### src/rtl/instr_mem_loader.sv
// Boot-time instruction memory loader: packs a valid/ready byte stream into little-endian words
// and writes them sequentially from address 0. Define INSTR_LOADER_CHECKSUM_EN for checksum checking.
module instr_mem_loader #(
  parameter int ADDRESS_WIDTH = 32,
  parameter int DATA_WIDTH    = 32,
  parameter int SIZE          = 12
) (
  input  logic                     clk,
  input  logic                     rst_n,
  input  logic                     start,
  input  logic [SIZE:0]            word_count,
  input  logic                     byte_valid,
  input  logic [7:0]               byte_data,
  output logic                     byte_ready,
  output logic                     wr_en,
  output logic [ADDRESS_WIDTH-1:0] wr_addr,
  output logic [DATA_WIDTH-1:0]    wr_data,
  output logic                     busy,
  output logic                     done,
  output logic                     error
);

  typedef enum logic [2:0] {
    S_IDLE  = 3'd0,
    S_RECV  = 3'd1,
    S_WRITE = 3'd2,
`ifdef INSTR_LOADER_CHECKSUM_EN
    S_CHECK = 3'd3,
`endif
    S_DONE  = 3'd4
  } state_t;

  localparam logic [SIZE:0] CAPACITY = {1'b1, {SIZE{1'b0}}};

  state_t                   state_reg, state_next;
  logic [SIZE:0]            count_reg;
  logic [SIZE-1:0]          word_idx_reg;
  logic [1:0]               byte_idx_reg;
  logic [23:0]              shift_reg;
  logic [ADDRESS_WIDTH-1:0] wr_addr_reg, addr_next;
  logic [DATA_WIDTH-1:0]    wr_data_reg;
  logic                     error_reg;
  logic                     accept, last_byte, last_word;
  logic                     start_zero, start_over;
  logic [2:0]               lane_we;
  logic [31:0]              assembled;
`ifdef INSTR_LOADER_CHECKSUM_EN
  logic [31:0]              sum_reg;
`endif

  assign accept     = byte_valid && byte_ready;
  assign last_byte  = accept && (byte_idx_reg == 2'd3);
  assign last_word  = ({1'b0, word_idx_reg} == (count_reg - 1'b1));
  assign start_zero = (word_count == '0);
  assign start_over = (word_count > CAPACITY);
  // The fourth byte is never stored; it goes straight into the assembled word.
  assign assembled  = {byte_data, shift_reg};

  genvar gi;
  generate
    for (gi = 0; gi < 3; gi++) begin : g_lane
      assign lane_we[gi] = accept && (byte_idx_reg == 2'(gi));
    end
  endgenerate

  always_comb begin
    addr_next = '0;
    addr_next[SIZE+1:0] = {word_idx_reg, 2'b00};
  end

  always_ff @(posedge clk or negedge rst_n) begin
    if (!rst_n) begin
      state_reg <= S_IDLE;
    end else begin
      state_reg <= state_next;
    end
  end

  always_comb begin
    state_next = state_reg;
    byte_ready = 1'b0;
    wr_en      = 1'b0;
    busy       = 1'b0;
    done       = 1'b0;
    case (state_reg)
      S_IDLE: begin
        if (start) begin
          state_next = (start_zero || start_over) ? S_DONE : S_RECV;
        end
      end
      S_RECV: begin
        byte_ready = 1'b1;
        busy       = 1'b1;
        if (last_byte) begin
          state_next = S_WRITE;
        end
      end
      S_WRITE: begin
        wr_en = 1'b1;
        busy  = 1'b1;
        if (last_word) begin
`ifdef INSTR_LOADER_CHECKSUM_EN
          state_next = S_CHECK;
`else
          state_next = S_DONE;
`endif
        end else begin
          state_next = S_RECV;
        end
      end
`ifdef INSTR_LOADER_CHECKSUM_EN
      S_CHECK: begin
        byte_ready = 1'b1;
        busy       = 1'b1;
        if (last_byte) begin
          state_next = S_DONE;
        end
      end
`endif
      S_DONE: begin
        done       = 1'b1;
        state_next = S_IDLE;
      end
      default: state_next = S_IDLE;
    endcase
  end

  always_ff @(posedge clk or negedge rst_n) begin
    if (!rst_n) begin
      count_reg    <= '0;
      word_idx_reg <= '0;
      byte_idx_reg <= '0;
      shift_reg    <= '0;
      wr_addr_reg  <= '0;
      wr_data_reg  <= '0;
      error_reg    <= 1'b0;
`ifdef INSTR_LOADER_CHECKSUM_EN
      sum_reg      <= '0;
`endif
    end else begin
      for (int k = 0; k < 3; k++) begin
        if (lane_we[k]) begin
          shift_reg[8*k +: 8] <= byte_data;
        end
      end
      if (accept) begin
        byte_idx_reg <= byte_idx_reg + 1'b1;
      end
      case (state_reg)
        S_IDLE: begin
          if (start) begin
            if (start_over) begin
              error_reg <= 1'b1;
            end else begin
              error_reg <= 1'b0;
            end
            if (!start_zero && !start_over) begin
              count_reg    <= word_count;
              word_idx_reg <= '0;
              byte_idx_reg <= '0;
`ifdef INSTR_LOADER_CHECKSUM_EN
              sum_reg      <= '0;
`endif
            end
          end
        end
        S_RECV: begin
          if (last_byte) begin
            wr_data_reg <= DATA_WIDTH'(assembled);
            wr_addr_reg <= addr_next;
          end
        end
        S_WRITE: begin
          word_idx_reg <= word_idx_reg + 1'b1;
          byte_idx_reg <= '0;
`ifdef INSTR_LOADER_CHECKSUM_EN
          sum_reg      <= sum_reg + 32'(wr_data_reg);
`endif
        end
`ifdef INSTR_LOADER_CHECKSUM_EN
        S_CHECK: begin
          if (last_byte && (assembled != sum_reg)) begin
            error_reg <= 1'b1;
          end
        end
`endif
        default: ;
      endcase
    end
  end

  assign wr_addr = wr_addr_reg;
  assign wr_data = wr_data_reg;
  assign error   = error_reg;

endmodule

### config.mk
export PLATFORM = sky130hd
export DESIGN_NAME = instr_mem_loader
export DESIGN_NICKNAME = d
export VERILOG_FILES = /design/src/rtl/instr_mem_loader.sv
export SDC_FILE = /design/constraint.sdc
export NUM_CORES = 1
export LEC_CHECK = 0
export CELL_PAD_IN_SITES_DETAIL_PLACEMENT = 1
export CELL_PAD_IN_SITES_GLOBAL_PLACEMENT = 1
export CORE_ASPECT_RATIO = 0.75
export CORE_MARGIN = 2
export CORE_UTILIZATION = 36
export CTS_CLUSTER_SIZE = 24
export DETAILED_ROUTE_END_ITERATION = 8
export HOLD_SLACK_MARGIN = 0.1
export PLACE_DENSITY_LB_ADDON = 0.1
export REMOVE_ABC_BUFFERS = 1
export SETUP_SLACK_MARGIN = 0.2
export SYNTH_ARGS = -nofsm -noshare
export SYNTH_HDL_FRONTEND = slang
export SYNTH_SLANG_ARGS = --single-unit
### constraint.sdc
create_clock -name clk -period 2.8 [get_ports clk]
set_input_delay 0.56 -clock clk [delete_from_list [all_inputs] [get_ports clk]]
set_output_delay 0.56 -clock clk [all_outputs]
set_load 0.05 [all_outputs]
==> results summary, run 1 <==
After detailed routing, the number of remaining DRC violations is 0. In the final routed layout, each cell accounts on average for around 16 um. Leaving out fill and tap cells, the most frequent cells in the layout are dfrtp_1 (99), mux2_2 (77), clkdlybuf4s50_1 (69), nor2_1 (23), nand2_1 (22). The initial antenna violation count is 0. The final-report hold violation count came to 0.

The floorplan row count came out at 35. The number of different library cells in the post-synthesis netlist is 43. The final worst-path cycle share came out at approximately 90%.

Leaving out fill and tap cells, the most frequent cell in the layout is dfrtp_1. In this run the clock root is driven by a clkbuf_16. The die width is roughly 130 um. The clock power share came out at 19.3%. The remaining antenna violation count is 0. The starting utilization of the core area is 37.0%.

The via count of the first global-routing pass was 3202. Measured in cells, the most critical reg-to-reg path has a length of 8. The switching power total came out at roughly 0.0027 W. The headroom to the max-slew limit came out at between 60% and 70%.

The flip-flop and latch count after synthesis is between 90 and 100. The leakage power total is ~2.5 nW. Setup violations remaining at the end of the flow were counted as 0. The core area is 12300 um2. The count of cells in the finished layout, fillers not included, comes to between 600 and 700. The worst IR drop on VDD is 489 uV. The congestion estimate from routability-driven global placement came to about 0.81. The signal arrival time at the worst endpoint came out at 2.78 ns.

The number of warnings issued by yosys came out at 0. Across all layers, the routed design uses between 3000 and 4000 vias. In this run the worst hold path is classified as input pin to async pin. Between clock sinks in the finished design, the worst skew comes to between 0.007 and 0.008 ns. The first detailed-routing pass took 4 iterations.

The worst register-to-register path ends at state_reg[2]. TritonCTS built the clock tree. After synthesis, the cell types taking the most area are dfrtp_1 (54%), mux2_2 (19%), buf_4 (3.3%), xor2_1 (2.7%), xnor2_1 (2.1%). On the critical path, the stage with the largest delay is an instance of or4_1. The count of port buffers added during placement came out at between 70 and 80. For this run, the top clock speed supported by timing is 396 MHz. The register-to-register setup slack came out at 0.27 ns.

Tracing the worst setup path back leads to its startpoint at count_reg[0]. The fraction of final layout cells with drive strength greater than 1 is 25.3%. The part of the Yosys area used for sequential elements came out at 54.4%. Of the total power, the share spent switching nets is 40.9%. The worst setup path is of the register to register kind. The worst setup path is captured at a register.

The later pin in the worst-skew pair is clocked with a latency of about 0.34 ns. After layout, the minimum clock period comes to 2.53 ns. The fraction of power consumed by combinational cells is 45.0%. The post-synthesis cell count came out at 370.

The dominant cell type by area after synthesis is dfrtp_1. The area of all placed cells without fillers came out at 5790 um2. The maximum fanout along the worst path is 7. Of the post-synthesis cell area, the dominant cell type holds between 50% and 60%. The count of nets after finishing came out at 480. For the pin with the worst max-slew slack, the measured transition is approximately 0.54 ns.

The die area came out at 13600 um2. The netlist area before placement came out at 4550 um2. The max-slew violation count is 0. The antenna cell count is 0. The pin count of the biggest net entering global routing is 100.

The required time at the endpoint of the critical path came out at 3.06 ns. Dividing the detail-routed via count by the number of cells gives 4.85. The global router's overall resource usage came out at 16.1%. In this run the count of I/O pins placed on the die edge is 94.

The power density over cell area came out at approximately 1200 nW/um2. The worst setup path is launched from a register. The critical path's largest stage delay is ~0.54 ns. The clock tree buffer depth came out at 2. The routed wire length is 10.2 mm.

The H-tree generated during clock tree synthesis spans 3 levels. The DRC violation total after the first TritonRoute iteration is 127. The signal on the critical path passes through inv_1 > ha_2 > or4b_4 > buf_4 > o32ai_2 > a21oi_1 > or4_1 > o21bai_1. The first-pass GRT wire length came out at 16.9 mm.

Summed over all layers, the global routing overflow is 0. After clock tree synthesis, the clock-pin slew on the worst setup and hold paths is about 0.070 ns. The run finished with clean final reports. The area overhead of the layout relative to synthesis came out at 27.2%. Once placement finished, the instance area stood at 5470 um2.

The number of flip-flops in the largest register came out at 32. The internal power is 0.00394 W. The floorplan die height came out at 101 um. Max-cap violations in this run came to 0.

Setup repair after global routing could not meet its margin everywhere. The placed wire-length estimate after detailed placement is 7.29 mm. The power share of the sequential group is 35.7%. The beginning of the worst register-to-register path is count_reg[0]. The number of placed instances, taps included is 604. The clock sink total is 99. The average footprint of a synthesized cell is 12.3 um2. The TritonCTS buffer count is 9. Once the clock tree was built, the setup fixing pass inserted 0 buffers.
## worst max-delay path by stage
stage,slack (ns),to,cells past startpoint
finish,0.27,state_reg[2],8
global route,0.15,state_reg[2],9
CTS,0.21,state_reg[2],8
detailed placement,-0.09,count_reg[5],8
global placement,0.04,count_reg[2],8
floorplan,0.03,count_reg[10],5
## worst max-delay path, delay by kind of cell, from the launching register on
kind,cells,cell delay (ns)
AO/OA/AOI/OAI,3,0.52
adder cells (fa/ha/maj),1,0.22
buffers and inverters,2,0.28
flip-flops,1,0.40
AND/OR/NAND/NOR,2,1.02
## cell families (layout without fill, tap and decap cells)
| group | count (synthesis) | after routing | share of synthesized area (%) |
|---|---|---|---|
| adder cells (fa/ha/maj) | 6 | 6 | 1.65 |
| AND/OR/NAND/NOR | 91 | 91 | 10.3 |
| AO/OA/AOI/OAI | 24 | 24 | 3.57 |
| buffers and inverters | 44 | 109 | 5.47 |
| XOR/XNOR | 25 | 25 | 4.81 |
| other | 1 | 20 | 0.0824 |
| flip-flops | 99 | 99 | 54.4 |
| multiplexers | 80 | 80 | 19.7 |
## cells in the mapped netlist (all sizes together)
library cell and count:
nor2b 3, o32ai 1, dfrtp 99, nor3b 2, o31ai 1, a2111oi 2
nand2b 2, nand4 5, mux2 77, o21ai 7, clkbuf 7, and3 1
conb 1, a41oi 1, xnor2 11, xor2 14, nand3 3, nor2 23
nor3 8, and2 1, or4 3, nor4 7, or2 2, inv 9
buf 28, nand3b 2, ha 6, o21bai 1, mux2i 3, nand2 22
or4b 1, or3 3, a21oi 8, a32o 2, or3b 1, nor4b 2
a31oi 1
## metal layers
layer	vias up	track usage [%]	share of wire (%)
met2	72	24.6	44
met4	0	5.56	1.7
met5	-	0	0
met3	15	4.15	4.7
li1	1406	-	-
met1	1516	22.5	50
## power by group through the flow
| stage | combinational (W) | clock (W) | sequential (W) |
|---|---|---|---|
| after detailed placement | 0.00303 | 0 | 0.00241 |
| after CTS | 0.00303 | 0.00134 | 0.00239 |
| after floorplan | 0.00114 | 0 | 0.00324 |
| after global routing | 0.00320 | 0.00140 | 0.00248 |
| after global placement | 0.00296 | 0 | 0.00238 |
| final | 0.00300 | 0.00129 | 0.00238 |
## timing repair
action                     CTS  global route
setup endpoints to repair    3            12
resized for setup            3             4
hold buffers                 0             0
pin swaps                    0             1
## layout make-up
cell class | count | area, um2
Multi-Input combinational cell | 246 | 1920
Clock buffer | 11 | 253
Inverter | 9 | 33.8
Sequential cell | 99 | 2480
Timing Repair Buffer | 84 | 845
Tap cell | 166 | 208
Clock inverter | 5 | 57.6
Fill cell | 1298 | 6520
## per-stage QoR
stage          setup WS (ns)  utilization, %  setup TNS (ns)  hold WS [ns]  total power (W)
4_1_cts                0.211            46.9               0         0.300          0.00676
6_report               0.275            47.1               0         0.254          0.00667
2_1_floorplan         0.0349               -               0         0.264          0.00437
3_5_place_dp         -0.0910            44.4          -0.753         0.483          0.00544
5_1_grt                0.149            47.1               0         0.294          0.00707
3_3_place_gp          0.0450            44.4               0         0.473          0.00534
No activity file was read; power rests on OpenSTA's default activity.
==> run 2: changes to the inputs <==
Settings changed: CORE_UTILIZATION 36 to 41, RECOVER_POWER set to 25.
==> results summary, run 2 (synthesis results as in run 1) <==
The initial antenna violation count came out at 0 (unchanged). The global router's overall resource usage came out at 17.7% (+1.6 points). The slew at the pin with the worst max-slew slack is 2.16 ns (+1.62 ns). The die width came out at 126 um (-6.1%). The run finished, with violations left. The top-level port count is 94 (unchanged). The clock-pin slew of the registers on the worst-case setup and hold paths was 0.07 ns (about the same).

The fraction of final layout cells with drive strength greater than 1 came to 26.5% (+1.1 points). The sum of buffers and inverters on the critical path is 2 (unchanged). The worst-path cell with the longest stage delay is or4_1. Compared with the post-synthesis result, the final layout area differs by 28.3%. The worst IR drop on VDD was 458 uV (-6.2%). The max-slew violation count is 37 (+37). The fraction of power consumed by combinational cells is 46.0% (+1.0 points). The count of non-filler cells in the finished layout is 601 (-3.1%). The overall power after layout is 0.00685 W (+2.6%). The final number of setup-violating endpoints is 0 (unchanged). The commonest non-fill, non-tap cell in the layout is dfrtp_1. The clock power share is 19.3% (about the same). The number of placed instances, taps included was 579 (-4.1%).

The power density over cell area is 1170 nW/um2 (+1.8%). The floorplan die height is 95.2 um (-6.0%). The clock latency of the later-clocked register in the worst-skew pair was 0.34 ns (about the same). The post-route minimum period came out at 2.53 ns (+0.00829 ns). By startpoint and endpoint, the worst setup path is classified as register to register. The library cells used most frequently in the layout, excluding fill and tap cells, are dfrtp_1 (99), mux2_2 (77), clkdlybuf4s50_1 (69), nor2_1 (23), nand2_1 (22). The TritonCTS clock tree is yes. The final worst-path cycle share came to 90.5% (+0.30 points). The required time at the endpoint of the critical path is 3.07 ns (about the same). The clock sink total is 99 (unchanged). The overall via count from detail_route is 3069 (+2.0%). The placer's final routability congestion estimate is 0.812 (unchanged). The switching share of power came out at 40.7% (-0.25 points). The kind of cell adding the most delay to the critical path is simple AND/OR/NAND/NOR gates.

The headroom to the max-slew limit is -43.9% (-110 points). The startpoint kind of the worst setup timing path is a register. The number of flip-flops in the largest register is 32 (unchanged). The die area was 12000 um2 (-12%).

The number of fill cells is 1112 (-14%). The critical path's largest stage delay came to 0.51 ns (-0.03 ns). The maximum clock frequency is 395 MHz (-0.33%). The count of nets after finishing came to 487 (+1.5%). The via count of the first global-routing pass was 3118 (-2.6%). The first-pass GRT wire length was 16.3 mm (-3.3%). The signal arrival time at the worst endpoint was 2.81 ns (+0.03 ns). The internal power came out at 0.00406 W (+3.0%).

The total global routing overflow is 0 (unchanged). The max-cap violation count is 1 (+1). The TritonCTS buffer count came to 9 (unchanged). The DRC violation total after the first TritonRoute iteration is 74 (-42%). The depth of the CTS H-tree came to 3 (unchanged). The placed wire-length estimate after detailed placement came out at 7.25 mm (-0.65%). Walking the worst path, the cells encountered are inv_2 > ha_4 > or4b_4 > nor4b_4 > buf_4 > xnor2_2 > nand3_1 > or4_1 > o21bai_1. Setup repair after global routing could not meet its margin everywhere. The core area came out at 10900 um2 (-12%). The switching power total is 0.00279 W (+2.0%). The pin count of the biggest net entering global routing came out at 64 (-36%). The antenna cell count is 0 (unchanged). The worst min-delay path class is register to register. The maximum clock skew at final layout came out at 0.00574 ns (-0.00144 ns). The nature of the critical path endpoint is a register. The final-report hold violation count came out at 0 (unchanged). The routed wire length came to 10.4 mm (+1.6%).

The DRC violations left is 0 (unchanged). The remaining antenna violation count came out at 0 (unchanged). The leakage power total is 2.59 nW (+1.6%). The maximum fanout along the worst path came out at 3 (-4). The clock tree buffer depth came out at 2 (unchanged). The floorplan row count came out at 33 (-5.7%). The checks that failed: capacitance limit, slew limit. The tree is rooted in a clkbuf_16. The power share of the sequential group came out at 34.8% (-0.9 points).

The detailed-routing iteration count for the pre-antenna-repair pass is 6 (+2). The starting utilization of the core area is 41.9% (+4.9 points). The per-cell routed wire length came to 17.2 um (+4.8%). The vias per cell is 5.11 (+5.2%). The count of port buffers added during placement is 73 (unchanged).
-- run 2: final timing paths --
kind                              start            to  slack, ns  depth (start not counted)
max                        count_reg[1]  state_reg[2]       0.27                          9
min in group asynchronous         rst_n  state_reg[0]       0.85                          1
min                               error         error       0.48                          2
max reg2reg                count_reg[1]  state_reg[2]       0.27                          9
min reg2reg                       error         error       0.48                          2
max in group asynchronous         rst_n   wr_data[28]       0.72                          1
-- run 2: worst register-to-register path: stages, from the launching register on --
cell	delay, ns
dfrtp_1	0.40
inv_2	0.10
ha_4	0.14
or4b_4	0.49
nor4b_4	0.33
buf_4	0.17
xnor2_2	0.10
nand3_1	0.10
or4_1	0.51
o21bai_1	0.14
-- run 2: routing by layer --
| metal | track usage, % | vias up | wire [um] |
|---|---|---|---|
| li1 | - | 1421 | - |
| met2 | 28.1 | 68 | 4860 |
| met4 | 6.48 | 0 | 159 |
| met3 | 4.71 | 13 | 445 |
| met5 | 0 | - | 0 |
| met1 | 23.7 | 1567 | 4890 |
-- run 2: final cells by class --
class / instances / area (um2) / share of cell area, %
clock inverters: 5 / 82.6 / 1.41
multi-input cells: 246 / 1940 / 33.3
flip-flops and latches: 99 / 2480 / 42.4
inverters: 9 / 33.8 / 0.579
well taps: 140 / 175 / 3.00
clock buffers: 11 / 233 / 3.99
repair buffers: 91 / 893 / 15.3
-- run 2: power groups by stage --
stage               clock, W  combinational, W  sequential [W]
CTS                  0.00136           0.00306         0.00239
floorplan                  0           0.00114         0.00324
global route         0.00142           0.00332         0.00247
global placement           0           0.00298         0.00236
detailed placement         0           0.00304         0.00240
finish               0.00132           0.00315         0.00238
-- run 2: timing repair --
action,CTS,global route
endpoints found under the hold margin,0,0
pin swaps,0,4
resized for setup,5,7
gates cloned,0,0
setup buffers,0,6
endpoints found under the setup margin,5,2
hold buffers,0,0
-- run 2: through the flow --
stage               TNS (ns)  cell area [um2]  worst slack, ns  util [%]  hold slack [ns]
floorplan                  0             4410           0.0349         -            0.264
global placement           0             5440           0.0982      50.1            0.469
detailed placement  -0.00195             5440         -0.00195      50.1            0.479
CTS                        0             5770            0.174      53.1            0.193
global route               0             5840            0.102      53.8            0.520
finish                     0             5840            0.266      53.8            0.482
==> run 3: changes to the inputs <==
Settings changed: GPL_ROUTABILITY_DRIVEN set to 0.
==> results of run 3 <==
Final layout, timing and power as in run 2 (identical DEF).
==> edit: new RTL, settings of run 1 <==
`SIZE`: 12 -> 11.
--- a/src/rtl/instr_mem_loader.sv
+++ b/src/rtl/instr_mem_loader.sv
@@ -3,7 +3,7 @@
 module instr_mem_loader #(
   parameter int ADDRESS_WIDTH = 32,
   parameter int DATA_WIDTH    = 32,
-  parameter int SIZE          = 12
+  parameter int SIZE          = 11
 ) (
   input  logic                     clk,
   input  logic                     rst_n,
Interface: changed (resized word_count); port bits go from 94 to 93. The function was not compared with the original's and may differ.
==> edit against run 1 <==
- area after synthesis down 3.4%
- final cell count shrank 3.5%
- worst setup slack better by 120 ps
- routed wire length down 4.9%
- non-clock buffer count shrank 2
- largest power group unchanged
- via count down 4.9%
- first-iteration DRC count is 11% lower
- power increased by 1.9%
- cell area down 3.9%
- critical path type is now flop to output port
- worst hold slack got worse by 37 ps
- sequential cell count shrank 3
==> edit: results (changes against run 1) <==
Yosys
  • Netlist cell types: 52 (+21%)
  • Xor/xnor share of the synthesized area: 0.0378 (-0.0103)
  • Compound-Gate Fraction of Synth Area: 0.0467 (+0.0109)
  • Adder-Cell Fraction of Synth Area: 0.0171 (+0.000573)
  • Mux cell area share after synthesis: 0.194 (-0.00283)
  • Sequential area share after synthesis: 0.546 (+0.00183)

Worst setup path
  • Worst EP arrival: 1850 ps (-930 ps)
  • Slowest stage delay, CP: 850 ps (+310 ps)
  • CP Max Fanout: 6 (-1)
  • Reg2reg path depth: 5 (-3)
  • Critical path's slowest cell: clkdlybuf4s50_1

Finish
  • Nets: 461 (-4.0%)
  • Final non-filler cell total: 598 (-3.5%)
  • Fill cells: 1263 (-2.7%)
  • Share of layout cells above drive strength 1: 0.257 (+0.00358)

Drt
  • Initial DRC Count: 113 (-11%)
  • Drt wl/cell: 16.2 µm (-1.4%)
  • DRT Pass-1 Iters: 6 (+2)
  • Vias per cell: 4.79 (-1.4%)

STA
  • Worst slew pin tran: 612 ps (+71.8 ps)
  • Final setup skew: 11.5 ps (+4.30 ps)

Place
  • Cells after DPL: 582 (-3.6%)
  • Port Buf Inserts: 71 (-2.7%)
  • Routability Congestion: 0.754 (-7.2%)

Outcome
  • Status: completed

Pwr
  • Peak VDD IR: 0.487 mV (-0.33%)
  • Pleak: 0.00240 µW (-5.6%)

Global route
  • Tot GR Track Use: 0.156 (-0.00470)
  • First-pass GRT wire length: 16100 µm (-4.2%)
  • GR Util met2: 0.233 (-0.0134)
  • M3 GR Usage: 0.0474 (+0.00586)
  • Vias in the first global route: 2998 (-6.4%)
  • Met1 Track Usage GR: 0.225 (+0.000408)

Clocking
  • Clk_lat worst skew: 340 ps (about the same)
edit: cell types whose count changed after synthesis, moves of 3 or more:
cell      delta
dfrtp_1      -3
clkbuf_1     -4
nor3_1       -3
buf_2        -5
nand2_1      -6
xor2_1       -8
edit: layout make-up:
class | instances | share of cell area
sequential | 96 | 0.432
multi-input combinational | 231 | 0.325
timing repair buffer | 82 | 0.146
clock buffer | 10 | 0.0412
tap | 162 | 0.0364
clock inverter | 6 | 0.0119
inverter | 11 | 0.00742
edit: path summary, 6_finish.rpt:
path	startpoint	end	slack (ps)
max	state_reg[0]$_DFFE_PN0P_	done	390
min	rst_n	wr_addr[5]$_DFFE_PN0P_	220
max reg2reg	count_reg[2]$_DFFE_PN0P_	state_reg[0]$_DFFE_PN0P_	460
min reg2reg	wr_addr[8]$_DFFE_PN0P_	wr_addr[8]$_DFFE_PN0P_	480
max in group asynchronous	rst_n	shift_reg[22]$_DFFE_PN0P_	1810
min in group clk	wr_addr[8]$_DFFE_PN0P_	wr_addr[8]$_DFFE_PN0P_	480
edit: what timing repair did:
| item | in CTS | in global routing |
|---|---|---|
| setup endpoints to repair | 0 | 2 |
| hold endpoints to repair | 0 | 0 |
| resized for setup | 0 | 2 |
edit: cells by family after synthesis:
family | Yosys count
and+or+nand+nor | 78
muxes | 76
DFF | 96
xor gates and xnor gates | 19
adders and majority gates | 6
AOI/OAI and AO/OA | 31
buffers and inverters | 43
other | 1
edit: critical path, delay by kind of cell (launching register included):
family / cells / cell delay, ps
buf+inv: 1 / 850
simple gates: 1 / 240
flops: 1 / 430
edit: power by group:
group	total, µW	switching (µW)	internal, µW	leakage [µW]
Sequential	2430	442	1990	0.00121
Clock	1230	537	698	0.000147
Combinational	3130	1840	1290	0.00105
Total	6800	2820	3980	0.00240
edit: stage by stage:
stage / util / power, µW / setup slack, ps / cell area, µm²
6_report: 0.474 / 6800 / 393 / 5560
3_5_place_dp: 0.448 / 5610 / 206 / 5260
3_3_place_gp: 0.448 / 5540 / 251 / 5260
2_1_floorplan: - / 4550 / 459 / 4250
5_1_grt: 0.474 / 7200 / 305 / 5560
4_1_cts: 0.473 / 6890 / 302 / 5560
edit: metal layers:
layer | up-vias | part of all wire
met5 | - | 0
met4 | 0 | 0.0079
met3 | 8 | 0.045
met2 | 60 | 0.44
met1 | 1446 | 0.50
li1 | 1348 | -
